$ cat src/rtl/multicycle_controller.sv
// Multi-cycle control unit: sequences each instruction through
// FETCH/DECODE/EXEC/MEM/WB over a shared memory with a ready handshake,
// with a memory-wait timeout and a sticky error state.
module multicycle_controller #(
  parameter int TIMEOUT = 15,
  parameter int WAIT_W  = 4
) (
  input  logic       i_clk,
  input  logic       i_rst,
  input  logic [6:0] i_op,
  input  logic [2:0] i_f3,
  input  logic       i_zero,
  input  logic       i_sign_bit,
  input  logic       i_mem_ready,
  output logic       o_mem_req,
  output logic       o_mem_we,
  output logic       o_adr_sel,
  output logic       o_ir_we,
  output logic       o_pc_we,
  output logic [1:0] o_pc_src,
  output logic [2:0] o_imm_sel,
  output logic       o_alu_sel,
  output logic [2:0] o_alu_op,
  output logic       o_reg_we,
  output logic [1:0] o_result_sel,
  output logic       o_instr_done,
  output logic       o_err,
  output logic [2:0] o_state
);

  typedef enum logic [2:0] {
    S_FETCH  = 3'd0,
    S_DECODE = 3'd1,
    S_EXEC   = 3'd2,
    S_MEM    = 3'd3,
    S_WB     = 3'd4,
    S_ERR    = 3'd7
  } state_t;

  localparam logic [6:0] OP_R    = 7'd0;
  localparam logic [6:0] OP_LW   = 7'd1;
  localparam logic [6:0] OP_ADDI = 7'd2;
  localparam logic [6:0] OP_XORI = 7'd3;
  localparam logic [6:0] OP_ORI  = 7'd4;
  localparam logic [6:0] OP_SLTI = 7'd5;
  localparam logic [6:0] OP_JALR = 7'd6;
  localparam logic [6:0] OP_SW   = 7'd7;
  localparam logic [6:0] OP_JAL  = 7'd8;
  localparam logic [6:0] OP_BEQ  = 7'd9;
  localparam logic [6:0] OP_BNE  = 7'd10;
  localparam logic [6:0] OP_BLT  = 7'd11;
  localparam logic [6:0] OP_BGE  = 7'd12;
  localparam logic [6:0] OP_LUI  = 7'd13;

  localparam logic [2:0] IMM_I = 3'b000;
  localparam logic [2:0] IMM_S = 3'b001;
  localparam logic [2:0] IMM_B = 3'b010;
  localparam logic [2:0] IMM_J = 3'b011;
  localparam logic [2:0] IMM_U = 3'b100;

  localparam logic [2:0] ALU_ADD = 3'b000;
  localparam logic [2:0] ALU_SUB = 3'b001;

  localparam logic [1:0] RES_ALU = 2'b00;
  localparam logic [1:0] RES_MEM = 2'b01;
  localparam logic [1:0] RES_IMM = 2'b10;
  localparam logic [1:0] RES_PC4 = 2'b11;

  // Last wait-count value before a stalled request times out; unused when TIMEOUT=0.
  localparam logic [WAIT_W-1:0] W_LAST = (TIMEOUT == 0) ? '0 : WAIT_W'(TIMEOUT - 1);
  localparam logic [WAIT_W-1:0] W_MAX  = '1;

  state_t            r_state;
  state_t            w_next;
  logic [WAIT_W-1:0] r_wait;

  logic       w_legal, w_branch, w_taken, w_use_imm;
  logic [2:0] w_imm_type, w_alu_code;
  logic [1:0] w_res_code;
  logic       w_waiting, w_timeout;

  logic       w_mem_req, w_mem_we, w_adr_sel, w_ir_we, w_pc_we;
  logic [1:0] w_pc_src, w_result_sel;
  logic [2:0] w_imm_sel, w_alu_op;
  logic       w_alu_sel, w_reg_we, w_instr_done;

  // Per-opcode attributes: immediate format, ALU operation, writeback source, branch outcome.
  always_comb begin
    w_legal    = 1'b1;
    w_branch   = 1'b0;
    w_taken    = 1'b0;
    w_use_imm  = 1'b0;
    w_imm_type = IMM_I;
    w_alu_code = ALU_ADD;
    w_res_code = RES_ALU;
    case (i_op)
      OP_R:    w_alu_code = i_f3;
      OP_LW:   begin w_use_imm = 1'b1; w_res_code = RES_MEM; end
      OP_ADDI: w_use_imm = 1'b1;
      OP_XORI,
      OP_ORI:  begin w_use_imm = 1'b1; w_alu_code = i_f3; end
      OP_SLTI: begin w_use_imm = 1'b1; w_alu_code = ALU_SUB; w_res_code = RES_IMM; end
      OP_JALR: begin w_use_imm = 1'b1; w_res_code = RES_PC4; end
      OP_SW:   begin w_use_imm = 1'b1; w_imm_type = IMM_S; end
      OP_JAL:  begin w_imm_type = IMM_J; w_res_code = RES_PC4; end
      OP_BEQ:  begin w_branch = 1'b1; w_taken = i_zero;      w_imm_type = IMM_B; w_alu_code = ALU_SUB; end
      OP_BNE:  begin w_branch = 1'b1; w_taken = ~i_zero;     w_imm_type = IMM_B; w_alu_code = ALU_SUB; end
      OP_BLT:  begin w_branch = 1'b1; w_taken = i_sign_bit;  w_imm_type = IMM_B; w_alu_code = ALU_SUB; end
      OP_BGE:  begin w_branch = 1'b1; w_taken = ~i_sign_bit; w_imm_type = IMM_B; w_alu_code = ALU_SUB; end
      OP_LUI:  begin w_imm_type = IMM_U; w_res_code = RES_IMM; end
      default: w_legal = 1'b0;
    endcase
  end

  assign w_waiting = w_mem_req & ~i_mem_ready;
  assign w_timeout = (TIMEOUT != 0) && w_waiting && (r_wait == W_LAST);

  // State register.
  always_ff @(posedge i_clk or posedge i_rst) begin
    if (i_rst) r_state <= S_FETCH;
    else       r_state <= w_next;
  end

  // Wait counter: counts stalled request cycles, saturates, and restarts whenever no request is stalled.
  always_ff @(posedge i_clk or posedge i_rst) begin
    if (i_rst)                 r_wait <= '0;
    else if (!w_waiting)       r_wait <= '0;
    else if (r_wait != W_MAX)  r_wait <= r_wait + WAIT_W'(1);
  end

  // Next-state and per-state control outputs.
  always_comb begin
    w_next       = r_state;
    w_mem_req    = 1'b0;
    w_mem_we     = 1'b0;
    w_adr_sel    = 1'b0;
    w_ir_we      = 1'b0;
    w_pc_we      = 1'b0;
    w_pc_src     = 2'b00;
    w_imm_sel    = IMM_I;
    w_alu_sel    = 1'b0;
    w_alu_op     = ALU_ADD;
    w_reg_we     = 1'b0;
    w_result_sel = RES_ALU;
    w_instr_done = 1'b0;
    case (r_state)
      S_FETCH: begin
        w_mem_req = 1'b1;
        if (i_mem_ready) begin
          w_ir_we = 1'b1;
          w_pc_we = 1'b1;
          w_next  = S_DECODE;
        end else if (w_timeout) begin
          w_next = S_ERR;
        end
      end
      S_DECODE: begin
        w_imm_sel = w_imm_type;
        w_next    = w_legal ? S_EXEC : S_ERR;
      end
      S_EXEC: begin
        w_imm_sel = w_imm_type;
        w_alu_sel = w_use_imm;
        w_alu_op  = w_alu_code;
        if (w_branch) begin
          w_pc_we      = w_taken;
          w_pc_src     = 2'b01;
          w_instr_done = 1'b1;
          w_next       = S_FETCH;
        end else if (i_op == OP_JAL) begin
          w_pc_we  = 1'b1;
          w_pc_src = 2'b01;
          w_next   = S_WB;
        end else if (i_op == OP_JALR) begin
          w_pc_we  = 1'b1;
          w_pc_src = 2'b10;
          w_next   = S_WB;
        end else if (i_op == OP_LW || i_op == OP_SW) begin
          w_next = S_MEM;
        end else if (w_legal) begin
          w_next = S_WB;
        end else begin
          w_next = S_ERR;
        end
      end
      S_MEM: begin
        w_mem_req = 1'b1;
        w_adr_sel = 1'b1;
        w_mem_we  = (i_op == OP_SW);
        if (i_mem_ready) begin
          w_instr_done = (i_op == OP_SW);
          w_next       = (i_op == OP_SW) ? S_FETCH : S_WB;
        end else if (w_timeout) begin
          w_next = S_ERR;
        end
      end
      S_WB: begin
        w_reg_we     = 1'b1;
        w_instr_done = 1'b1;
        w_result_sel = w_res_code;
        w_next       = S_FETCH;
      end
      S_ERR:   w_next = S_ERR;
      default: w_next = S_ERR;
    endcase
  end

  assign o_mem_req    = i_rst ? 1'b0  : w_mem_req;
  assign o_mem_we     = i_rst ? 1'b0  : w_mem_we;
  assign o_adr_sel    = i_rst ? 1'b0  : w_adr_sel;
  assign o_ir_we      = i_rst ? 1'b0  : w_ir_we;
  assign o_pc_we      = i_rst ? 1'b0  : w_pc_we;
  assign o_pc_src     = i_rst ? 2'b00 : w_pc_src;
  assign o_imm_sel    = i_rst ? 3'b000 : w_imm_sel;
  assign o_alu_sel    = i_rst ? 1'b0  : w_alu_sel;
  assign o_alu_op     = i_rst ? 3'b000 : w_alu_op;
  assign o_reg_we     = i_rst ? 1'b0  : w_reg_we;
  assign o_result_sel = i_rst ? 2'b00 : w_result_sel;
  assign o_instr_done = i_rst ? 1'b0  : w_instr_done;
  assign o_err        = i_rst ? 1'b0  : (r_state == S_ERR);
  assign o_state      = i_rst ? 3'b000 : r_state;

endmodule

$ cat config.mk
export PLATFORM = sky130hd
export DESIGN_NAME = multicycle_controller
export DESIGN_NICKNAME = d
export VERILOG_FILES = /design/src/rtl/multicycle_controller.sv
export SDC_FILE = /design/constraint.sdc
export NUM_CORES = 1
export LEC_CHECK = 0
export ABC_AREA = 1
export BUFFER_PORTS_ARGS = -buffer_cell sky130_fd_sc_hd__clkbuf_2
export CORE_MARGIN = 3
export CORE_UTILIZATION = 50
export DETAILED_ROUTE_END_ITERATION = 8
export PLACE_DENSITY = 0.85
export SLEW_MARGIN = 10
export SYNTH_ARGS = -nofsm -noshare
export SYNTH_HDL_FRONTEND = slang
export SYNTH_SLANG_ARGS = --single-unit
$ cat constraint.sdc
create_clock -name i_clk -period 1.9 [get_ports i_clk]
set_input_delay 0.095 -clock i_clk [delete_from_list [all_inputs] [get_ports i_clk]]
set_output_delay 0.095 -clock i_clk [all_outputs]
set_load 0.1 [all_outputs]
## After elaboration in Yosys (flattened, before gate mapping)

Index checks and enable logic that the tools add are counted.

| storage, ports and cells | value |
|---|---|
| memories | 0 |
| register bits | 7 |
| bits in latches | 0 |
| output and inout port bits | 22 |
| bits in writable memories | 0 |
| ROM bits | 0 |

| operators by class | value |
|---|---|
| $add $sub $neg | 1 |
| equal/unequal tests | 21 |
| order comparisons | 0 |
| bitwise gates (word level) | 4 |
| shift-type cells | 0 |
| multipliers | 0 |
| div/mod/pow operators | 0 |
| mux-type cells | 55 |
| reductions and logical operators | 13 |

Operator list:

| operator | count |
|---|---|
| $eq 7x4->1 const B | 6 |
| $mux 3 | 14 |
| $eq 7x3->1 const B | 4 |
| $mux 1 | 24 |
| $mux 2 | 8 |
| $pmux 3 s5 | 1 |
| $eq 7x2->1 const B | 2 |
| $reduce_or 14->1 | 1 |
| $pmux 3 s4 | 1 |
| $mux 4 | 2 |
| $reduce_or 2->1 | 4 |
| $eq 7x1->1 const B | 1 |
| $logic_not 7->1 | 1 |
| $reduce_or 7->1 | 1 |
| $eq 3x2->1 const B | 2 |
| $eq 3x3->1 const B | 2 |
| $pmux 2 s3 | 1 |
| $pmux 3 s2 | 1 |
| $reduce_or 5->1 | 1 |
| $add 4x1->4 const B | 1 |
| $eq 4x4->1 const B | 1 |
| $ne 4x4->1 const B | 1 |
| $pmux 1 s4 | 1 |
| $reduce_or 4->1 | 1 |
| 10 further kinds | 12 |

## Logic depth before layout (Yosys ltp)

Gate-level depths: netlist (run 1).

| logic depth | value |
|---|---|
| word-level depth | 9 |
| mapped depth | 11 |
| gate-level depth less buffers | 11 |

## Worst setup path after synthesis (run 1)

Ideal clock, no wire load.

| timing | value |
|---|---|
| path kind | register -> output |
| from | register r_state[1] |
| to | output o_result_sel[0] |
| buffers on the path | 0 |
| data required time | 1805 ps |
| path slack | -1894 ps |
| arrival time | 3699 ps |
| cell stages (with the launch flop) | 6 |
| cells stage by stage | dfrtp_1 nor2_1 inv_1 nor3_1 o21ai_0 inv_1 |

| on the way | value |
|---|---|
| cells in the longest elaborated chain, start to end | 3 |

RTL lines:

| item | line | text |
|---|---|---|
| from (decl) | 73 | `state_t r_state;` |
| from (signal assigned) | 121 | `else r_state <= w_next;` |
| $eq 3x3->1 | 146 | `case (r_state)` |
| $mux 2 | 146 |  |
| $mux 2 | 218 | `assign o_result_sel = i_rst ? 2'b00 : w_result_sel;` |
| to (decl) | 25 | `output logic [1:0] o_result_sel,` |

No other way between the ends.

## Final worst setup path (run 1)

| timing | value |
|---|---|
| from | register r_state[2] |
| to | output o_imm_sel[2] |

| on the way | value |
|---|---|
| cells in the longest elaborated chain, start to end | 4 |
| elaborated cells between the ends (all ways) | 5 |
| those cells by class | eq/ne: 2; mux: 2; reduce/logical: 1 |

RTL lines:

| item | line | text |
|---|---|---|
| $eq 3x2->1 or $eq 3x1->1 (tied branches) | 146 |  |
| $reduce_or 2->1 (no source line) * | - |  |
| $mux 3 * | 146 |  |
| $mux 3 * | 214 | `assign o_imm_sel = i_rst ? 3'b000 : w_imm_sel;` |
| to (decl) | 21 | `output logic [2:0] o_imm_sel,` |

Every way passes the cells marked *; elsewhere a longest branch is shown, timed or not.

==> results of run 1 <==
worst max path at each step:
| stage | depth (start not counted) | to | slack, ns | startpoint |
|---|---|---|---|---|
| after floorplan | 5 | o_result_sel[0] | -0.47 | r_state[1] |
| after global placement | 4 | o_imm_sel[2] | 0.29 | r_state[1] |
| after detailed placement | 4 | o_imm_sel[2] | 0.19 | r_state[2] |
| after CTS | 6 | o_imm_sel[2] | 0.02 | r_state[2] |
| after global routing | 6 | o_imm_sel[2] | -0.006 | r_state[2] |
| final | 6 | o_imm_sel[2] | 0.10 | r_state[2] |
metrics by stage:
step           worst slack, ns  instance area [um2]
6_report                 0.104                 1520
3_5_place_dp             0.194                 1490
3_3_place_gp             0.294                 1490
4_1_cts                 0.0227                 1520
5_1_grt               -0.00628                 1520
2_1_floorplan           -0.468                 1070
report_power, final:
part	switching (mW)	internal, mW
registers	0	0.149
clock network	0.0519	0.0800
logic	0.0883	0.0294
total	0.140	0.259
flip-flops by register name (all words and copies together), names as in the netlist:
name     count
r_wait       4
r_state      3
timing repair:
| action | 4_1_cts | 5_1_grt |
|---|---|---|
| resized for setup | 2 | 1 |
| hold buffers | 0 | 0 |
| pin swaps | 1 | 1 |
| setup endpoints to repair | 2 | 3 |
area by class of cell:
type | count | area (um2)
Multi-Input combinational cell | 132 | 774
Timing Repair Buffer | 38 | 385
Fill cell | 120 | 245
Sequential cell | 7 | 175
Inverter | 30 | 126
Tap cell | 25 | 31.3
Clock buffer | 4 | 26.3
worst max-delay path: cells and delay by family (launching register included):
| kind | cells | cell delay [ns] |
|---|---|---|
| and+or+nand+nor | 3 | 0.46 |
| DFF | 1 | 0.44 |
| buffers and inverters | 2 | 0.35 |
| AOI/OAI and AO/OA | 1 | 0.18 |
synthesized netlist by cell type:
library cell and instances:
a21oi_1 5, a21oi_2 1, a31oi_1 1, clkbuf_1 1, clkinv_1 1, dfrtp_1 7
ha_1 2, inv_1 24, inv_2 5, nand2_1 40, nand2_2 7, nand2_4 2
nand3_1 8, nand3_2 2, nand4_1 2, nor2_1 33, nor2_2 7, nor2_4 2
nor3_1 6, o21ai_0 7, o21ai_1 1, o21ai_2 1, o311ai_0 1, o32ai_1 1
xnor2_1 2, xor2_1 1
logic make-up (layout without fill, tap and decap cells):
group | Yosys count | in the layout
compound gates | 18 | 18
xor+xnor | 3 | 3
simple gates | 109 | 109
fa+ha+maj | 2 | 2
flops | 7 | 7
buf+inv | 31 | 72
routing by layer:
metal  vias up  track usage [%]  wire (um)
met5         -                0          0
met4         0             5.07         12
met3         4             5.74        181
met2        43             46.3       1470
met1       539             30.3       1140
li1        616                -          -
==> metrics, run 1 <==
outcome=completed; clk_skew=0.00552 ns; grt total ovfl=0; total track usage=25.5%; routability cong.=0.933; worst-case reg-to-reg path depth=7; worst r2r src=r_state[2]; Leak=0.717 nW; Final min period=1.80 ns; clk root buf=clkbuf_4; setup bufs post-CTS=0; pwr dens=263 nW/um2; simple-gate portion of the synthesized area=53.1%; Die Width=49.8 um; Ports=37; dpl cells=232; adder-cell share of the synthesized area=2.61%; type of the worst min-delay path=input pin to asynchronous set/reset pin; Setup CP Type=register to output pin; routed vias/inst=5.09; IO buf count=36; die area=2480 um2; sequential-to-total area share from yosys stat=18.3%; via count=1202; final WL=2810 um; r2r setup slk=0.57 ns; final core occ=86.1%; VDD IR max=0.553 mV; post-route ant nets=0; total core area=1760 um2; H-tree lvl count=1; CP startpoint kind=register; Yosys reg bits=7; Synth top area share=18.3%; Routed WL per cell=11.9 um; syn nets=187; CTS tree=yes; power after layout=399 uW; Mean Syn Cell Area=5.64 um2; Max Clock Freq=0.557 GHz; Hold Vio Cnt, Final=0; Slew @ Worst Pin=0.565 ns; share of layout cells above drive strength 1=41.7%; HPWL after DPL=2430 um; Mapped Cells=170; largest net degree at the start of global routing=13; CP arrival=1.70 ns; Final nets=229; Antenna Cells=0; final setup violation count=0; Synth warnings=0; Synth Area in Compound Gates=11.1%; area leader, netlist=dfrtp_1; reg-to-reg endpoint=r_state[2]; Initial Util=54.3%; CP max stage cell=dfrtp_1; worst-path cell chain=nor2_2, nand2_1, inv_1, o21ai_1, nor3_2, buf_12; FP Rows=15; initial antenna violation count=0; crit end category=output pin; largest family of logic cells by synthesized area=simple AND/OR/NAND/NOR gates; Worst-path clk slew=0.05 ns; drt first pass iters=4; CP Max Fanout=6; first-pass GRT wire length=4930 um; drc violations=0; Final period util=94.5%; CP required=1.80 ns; area grow syn2layout=58.5%; main area contributors after synthesis=dfrtp_1, nand2_1, nor2_1; final instance count without filler cells=236; Slew Limit Fails=0; count of cell types in the netlist=26; TritonCTS Buffers=3; hold_ws=0.0757 ns; CTS sink cnt=7; most frequent cells in the layout=nand2_1, inv_1, nor2_1; XOR/XNOR Fraction of Synth Area=2.74%; slew margin rel.=61.9%; overall die height=49.8 um; Post-Syn Area=958 um2; commonest non-fill, non-tap cell in the layout=nand2_1; CTS Buffer Depth=2; vias in the first global route=1145; setup TNS=0 ns; Worst path max stage delay=0.44 ns; 1st-iter DRT viols=19; mux cell area share after synthesis=0%; maxcap violations=0; clock latency on the worst-skew pair=0.25 ns
No activity file was read; power rests on OpenSTA's default activity.
==> run 2: changes to the inputs <==
Settings changed: PLACE_DENSITY 0.85 to unset, PLACE_DENSITY_LB_ADDON set to 0.05.
==> run 2 against run 1 <==
Compared with the run above:
- first-iteration DRC count increased by 100%
- worst hold slack improved by 0.0045 ns
- global-route usage decreased by 1.5 points
- highest routed layer is now met3
- routed wire length decreased by 2.1%
- final cell count unchanged
- utilization decreased by 0.43 points
- die area unchanged
- register-to-register slack got worse by 0.05 ns
- count of clock-buffer cells in the layout unchanged
- final area decreased by 0.49%
- worst setup slack got worse by 0.014 ns
- maximum frequency decreased by 0.76%
==> metrics, run 2 (synthesis results as in run 1) <==
1st-iter DRT viols=38; Initial Util=54.3%; die area=2480 um2; maxcap violations=0; Ports=37; slew margin rel.=60.9%; Max Clock Freq=0.552 GHz; IO buf count=36; final WL=2750 um; HPWL after DPL=2360 um; commonest non-fill, non-tap cell in the layout=nand2_1; final instance count without filler cells=236; via count=1204; dpl cells=232; dpl cell area=1480 um2; VDD IR max=0.406 mV; Die Width=49.8 um; Sw Share=34.8%; pwr dens=263 nW/um2; H-tree lvl count=1; share of layout cells above drive strength 1=41.2%; CP Max Fanout=6; max reg flops=4; Leak=0.717 nW; crit end category=output pin; Antenna Cells=0; Reg with most FFs=r_wait; initial antenna violation count=0; CTS Buffer Depth=2; clk_skew=0.00148 ns; outcome=completed; overall die height=49.8 um; CP max stage cell=clkbuf_2; drt first pass iters=4; hold_buf cts=0; Reg power frac=37.7%; area grow syn2layout=57.7%; final setup violation count=0; Final min period=1.81 ns; Fillers=108; Final period util=95.3%; Final nets=229; Top Registers=r_wait x4, r_state x3; total core area=1760 um2; setup bufs post-CTS=0; CP arrival=1.72 ns; clock latency on the worst-skew pair=0.25 ns; total track usage=24.0%; Worst-path clk slew=0.05 ns; routability cong.=0.871; FP Rows=15; clk root buf=clkbuf_4; worst-case reg-to-reg path depth=7; vias in the first global route=1140; CTS tree=yes; routed vias/inst=5.10; grt total ovfl=0; type of the worst min-delay path=input pin to asynchronous set/reset pin; RSZ-0062 raised after global routing=true; Comb pwr share=29.5%; internal power=259 uW; CP startpoint kind=register; final instance area=1510 um2; largest net degree at the start of global routing=13; Slew @ Worst Pin=0.580 ns; first-pass GRT wire length=4710 um; Setup CP Type=register to output pin; most frequent cells in the layout=nand2_1, inv_1, nor2_1; drc violations=0; CP required=1.80 ns; Clock Power Share=32.9%; CTS sink cnt=7; worst-path cell chain=inv_1, nand2_1, a21oi_2, clkbuf_2; power after layout=397 uW; TritonCTS Buffers=3; Slew Limit Fails=0; Sw Pwr=138 uW; post-route ant nets=0; Worst path max stage delay=0.47 ns; Routed WL per cell=11.7 um; Hold Vio Cnt, Final=0
-- run 2: path summary, 6_finish.rpt --
kind / start / endpoint / slack, ns
max in group asynchronous: i_rst / r_wait[0] / 1.70
min in group i_clk: i_mem_ready / r_wait[1] / 0.22
max: r_state[2] / o_mem_req / 0.09
min reg2reg: r_wait[1] / r_wait[1] / 0.64
max reg2reg: r_state[2] / r_state[2] / 0.52
min: i_rst / r_state[2] / 0.08
-- run 2: per-layer routing --
| metal | up-vias | GRT usage, % | wire length [um] |
|---|---|---|---|
| met2 | 55 | 44.5 | 1400 |
| met1 | 532 | 28.9 | 1150 |
| met5 | - | 0 | 0 |
| met3 | 0 | 3.32 | 205 |
| li1 | 617 | - | - |
| met4 | 0 | 5.07 | 0 |
-- run 2: per-stage QoR --
| step | hold slack, ns | setup slack, ns | setup TNS (ns) | utilization [%] |
|---|---|---|---|---|
| 2_1_floorplan | 0.203 | -0.468 | -2.42 | - |
| 3_5_place_dp | 0.334 | 0.245 | 0 | 83.9 |
| 4_1_cts | 0.0699 | 0.0512 | 0 | 85.4 |
| 5_1_grt | 0.0900 | -0.0167 | -0.0167 | 85.7 |
| 3_3_place_gp | 0.308 | 0.341 | 0 | 83.9 |
| 6_report | 0.0803 | 0.0898 | 0 | 85.7 |
-- run 2: cell type report --
cell class	instances	area (um2)	area share [%]
inverter	30	126	8.36
tap	25	31.3	2.07
timing repair buffer	38	383	25.3
sequential	7	175	11.6
clock buffer	4	26.3	1.74
multi-input combinational	132	769	50.9
-- run 2: repair_timing --
| action | in CTS | in global routing |
|---|---|---|
| resized for setup | 1 | 3 |
| hold endpoints to repair | 0 | 0 |
| endpoints found under the setup margin | 1 | 10 |
-- run 2: power groups by stage --
stage               Sequential (mW)  Clock (mW)  Combinational (mW)
finish                        0.149       0.130               0.117
global route                  0.149       0.144               0.128
CTS                           0.149       0.136               0.117
detailed placement            0.152           0               0.117
global placement              0.152           0               0.115
floorplan                     0.152           0              0.0790
-- run 2: worst max-delay path: cells and delay by family, from the launching register on --
family	cells	cell delay [ns]
buffers and inverters	2	0.67
AOI/OAI and AO/OA	1	0.15
and+or+nand+nor	1	0.21
DFF	1	0.44
==> run 3: changes to the inputs <==
Settings changed: CELL_PAD_IN_SITES_DETAIL_PLACEMENT set to 1, CELL_PAD_IN_SITES_GLOBAL_PLACEMENT set to 2, CORE_ASPECT_RATIO set to 2, CORE_UTILIZATION 50 to 26, CTS_BUF_LIST set to sky130_fd_sc_hd__clkbuf_4 sky130_fd_sc_hd__clkbuf_8, MAX_ROUTING_LAYER set to met4.
==> run 3 against run 2 <==
Compared with the run above:
- first-iteration DRC count down 84%
- count of clock-buffer cells in the layout unchanged
- register-to-register slack lost 0.05 ns
- clock power grew 69%
- combinational power increased by 3%
- final area rose by 4.7%
- sequential power barely moved
- power is 24% higher
- worst setup slack improved by 0.064 ns
==> metrics, run 3 (synthesis results as in run 1) <==
outcome=completed; first-pass GRT wire length=6480 um; type of the worst min-delay path=input pin to asynchronous set/reset pin; hold_ws=0.134 ns; total track usage=19.3%; FP Rows=30; maxcap violations=0; grt total ovfl=0; area grow syn2layout=65.1%; CP Max Fanout=6; Worst-path clk slew=0.04 ns; power after layout=491 uW; Routed WL per cell=14.9 um; most frequent cells in the layout=nand2_1, inv_1, nor2_1; pre-CTS setup slack=0.277 ns; share of layout cells above drive strength 1=42.2%; crit path from=r_state[2]; CP required=1.80 ns; CTS Buffer Depth=2; final core occ=45.8%; hold_buf cts=0; Final nets=229; Worst path max stage delay=0.44 ns; Final WS setup=0.154 ns; pwr dens=310 nW/um2; delay-heaviest family, CP=simple AND/OR/NAND/NOR gates; overall die height=91.9 um; dpl cells=255; worst r2r src=r_state[2]; 1st-iter DRT viols=6; slew margin rel.=45.4%; final setup violation count=0; vias in the first global route=1363; register area=175 um2; final WL=3850 um; initial antenna violation count=0; H-tree lvl count=1; Initial Util=27.8%; largest net degree at the start of global routing=13; Final period util=91.9%; final instance count without filler cells=259; Leak=0.733 nW; Top Registers=r_wait x4, r_state x3; CP max stage cell=dfrtp_1; CP arrival=1.65 ns; worst-path cell chain=nor3_1, o21ai_1, nor3_2, buf_12; Reg with most FFs=r_wait; IO buf count=36; via count=1212; Fillers=473; max reg flops=4; CTS tree=yes; Antenna Cells=0; Max Clock Freq=0.573 GHz; setup TNS=0 ns; routability cong.=0.855; Final min period=1.75 ns; total core area=3450 um2; Setup CP Type=register to output pin; clk root buf=clkbuf_8; footprint of the multi-input gates=772 um2; Slew Limit Fails=0; CTS sink cnt=7; routed vias/inst=4.68; final instance area=1580 um2; TritonCTS Buffers=3; dpl cell area=1530 um2; Slew @ Worst Pin=0.809 ns; Hold Vio Cnt, Final=0; drc violations=0; drt first pass iters=3; die area=4490 um2; Die Width=48.9 um; post-route ant nets=0; crit end category=output pin; clk_skew=0.00145 ns; VDD IR max=0.194 mV; CP startpoint kind=register; clock latency on the worst-skew pair=0.22 ns; HPWL after DPL=3320 um; commonest non-fill, non-tap cell in the layout=nand2_1; Worst Path Buf+Inv=1; RSZ-0062 raised after global routing=false; Ports=37
run 3: final timing paths:
check,end,slack (ns),depth (start not counted)
hold / removal,r_state[2],0.13,3
max in group asynchronous,r_wait[0],1.64,3
setup / recovery,o_imm_sel[2],0.15,4
min in group i_clk,r_wait[1],0.28,4
hold reg to reg,r_wait[2],0.65,2
setup reg to reg,r_state[2],0.47,7
run 3: power by group:
| part | leakage [nW] | internal (mW) | switching [mW] |
|---|---|---|---|
| registers | 0.0822 | 0.150 | 0 |
| logic | 0.625 | 0.0294 | 0.0914 |
| clock network | 0.0262 | 0.159 | 0.0612 |
| total | 0.733 | 0.338 | 0.153 |
run 3: what timing repair did:
item,4_1_cts,5_1_grt
gates resized for setup,0,3
setup buffers,0,0
endpoints found under the setup margin,0,5
run 3: metal layers:
layer,global-route usage [%],vias up,share of wire [%]
met5,-,-,0
met2,39.8,22,64
met1,16.7,575,31
li1,-,609,-
met3,1.79,6,2.1
met4,8.31,0,2.9
run 3: cell type report:
class | count | share of cell area [%]
tap | 48 | 3.79
inverter | 30 | 7.98
timing repair buffer | 38 | 25.3
sequential | 7 | 11.1
clock buffer | 4 | 3.08
multi-input combinational | 132 | 48.8
run 3: worst register-to-register path, stage by stage, from the launching register on:
cell and delay [ns]:
dfrtp_1 0.44, nor2_2 0.15, nand2_1 0.15, o21ai_2 0.24, inv_1 0.12, o21ai_0 0.09
nand2_1 0.07, nand4_1 0.11
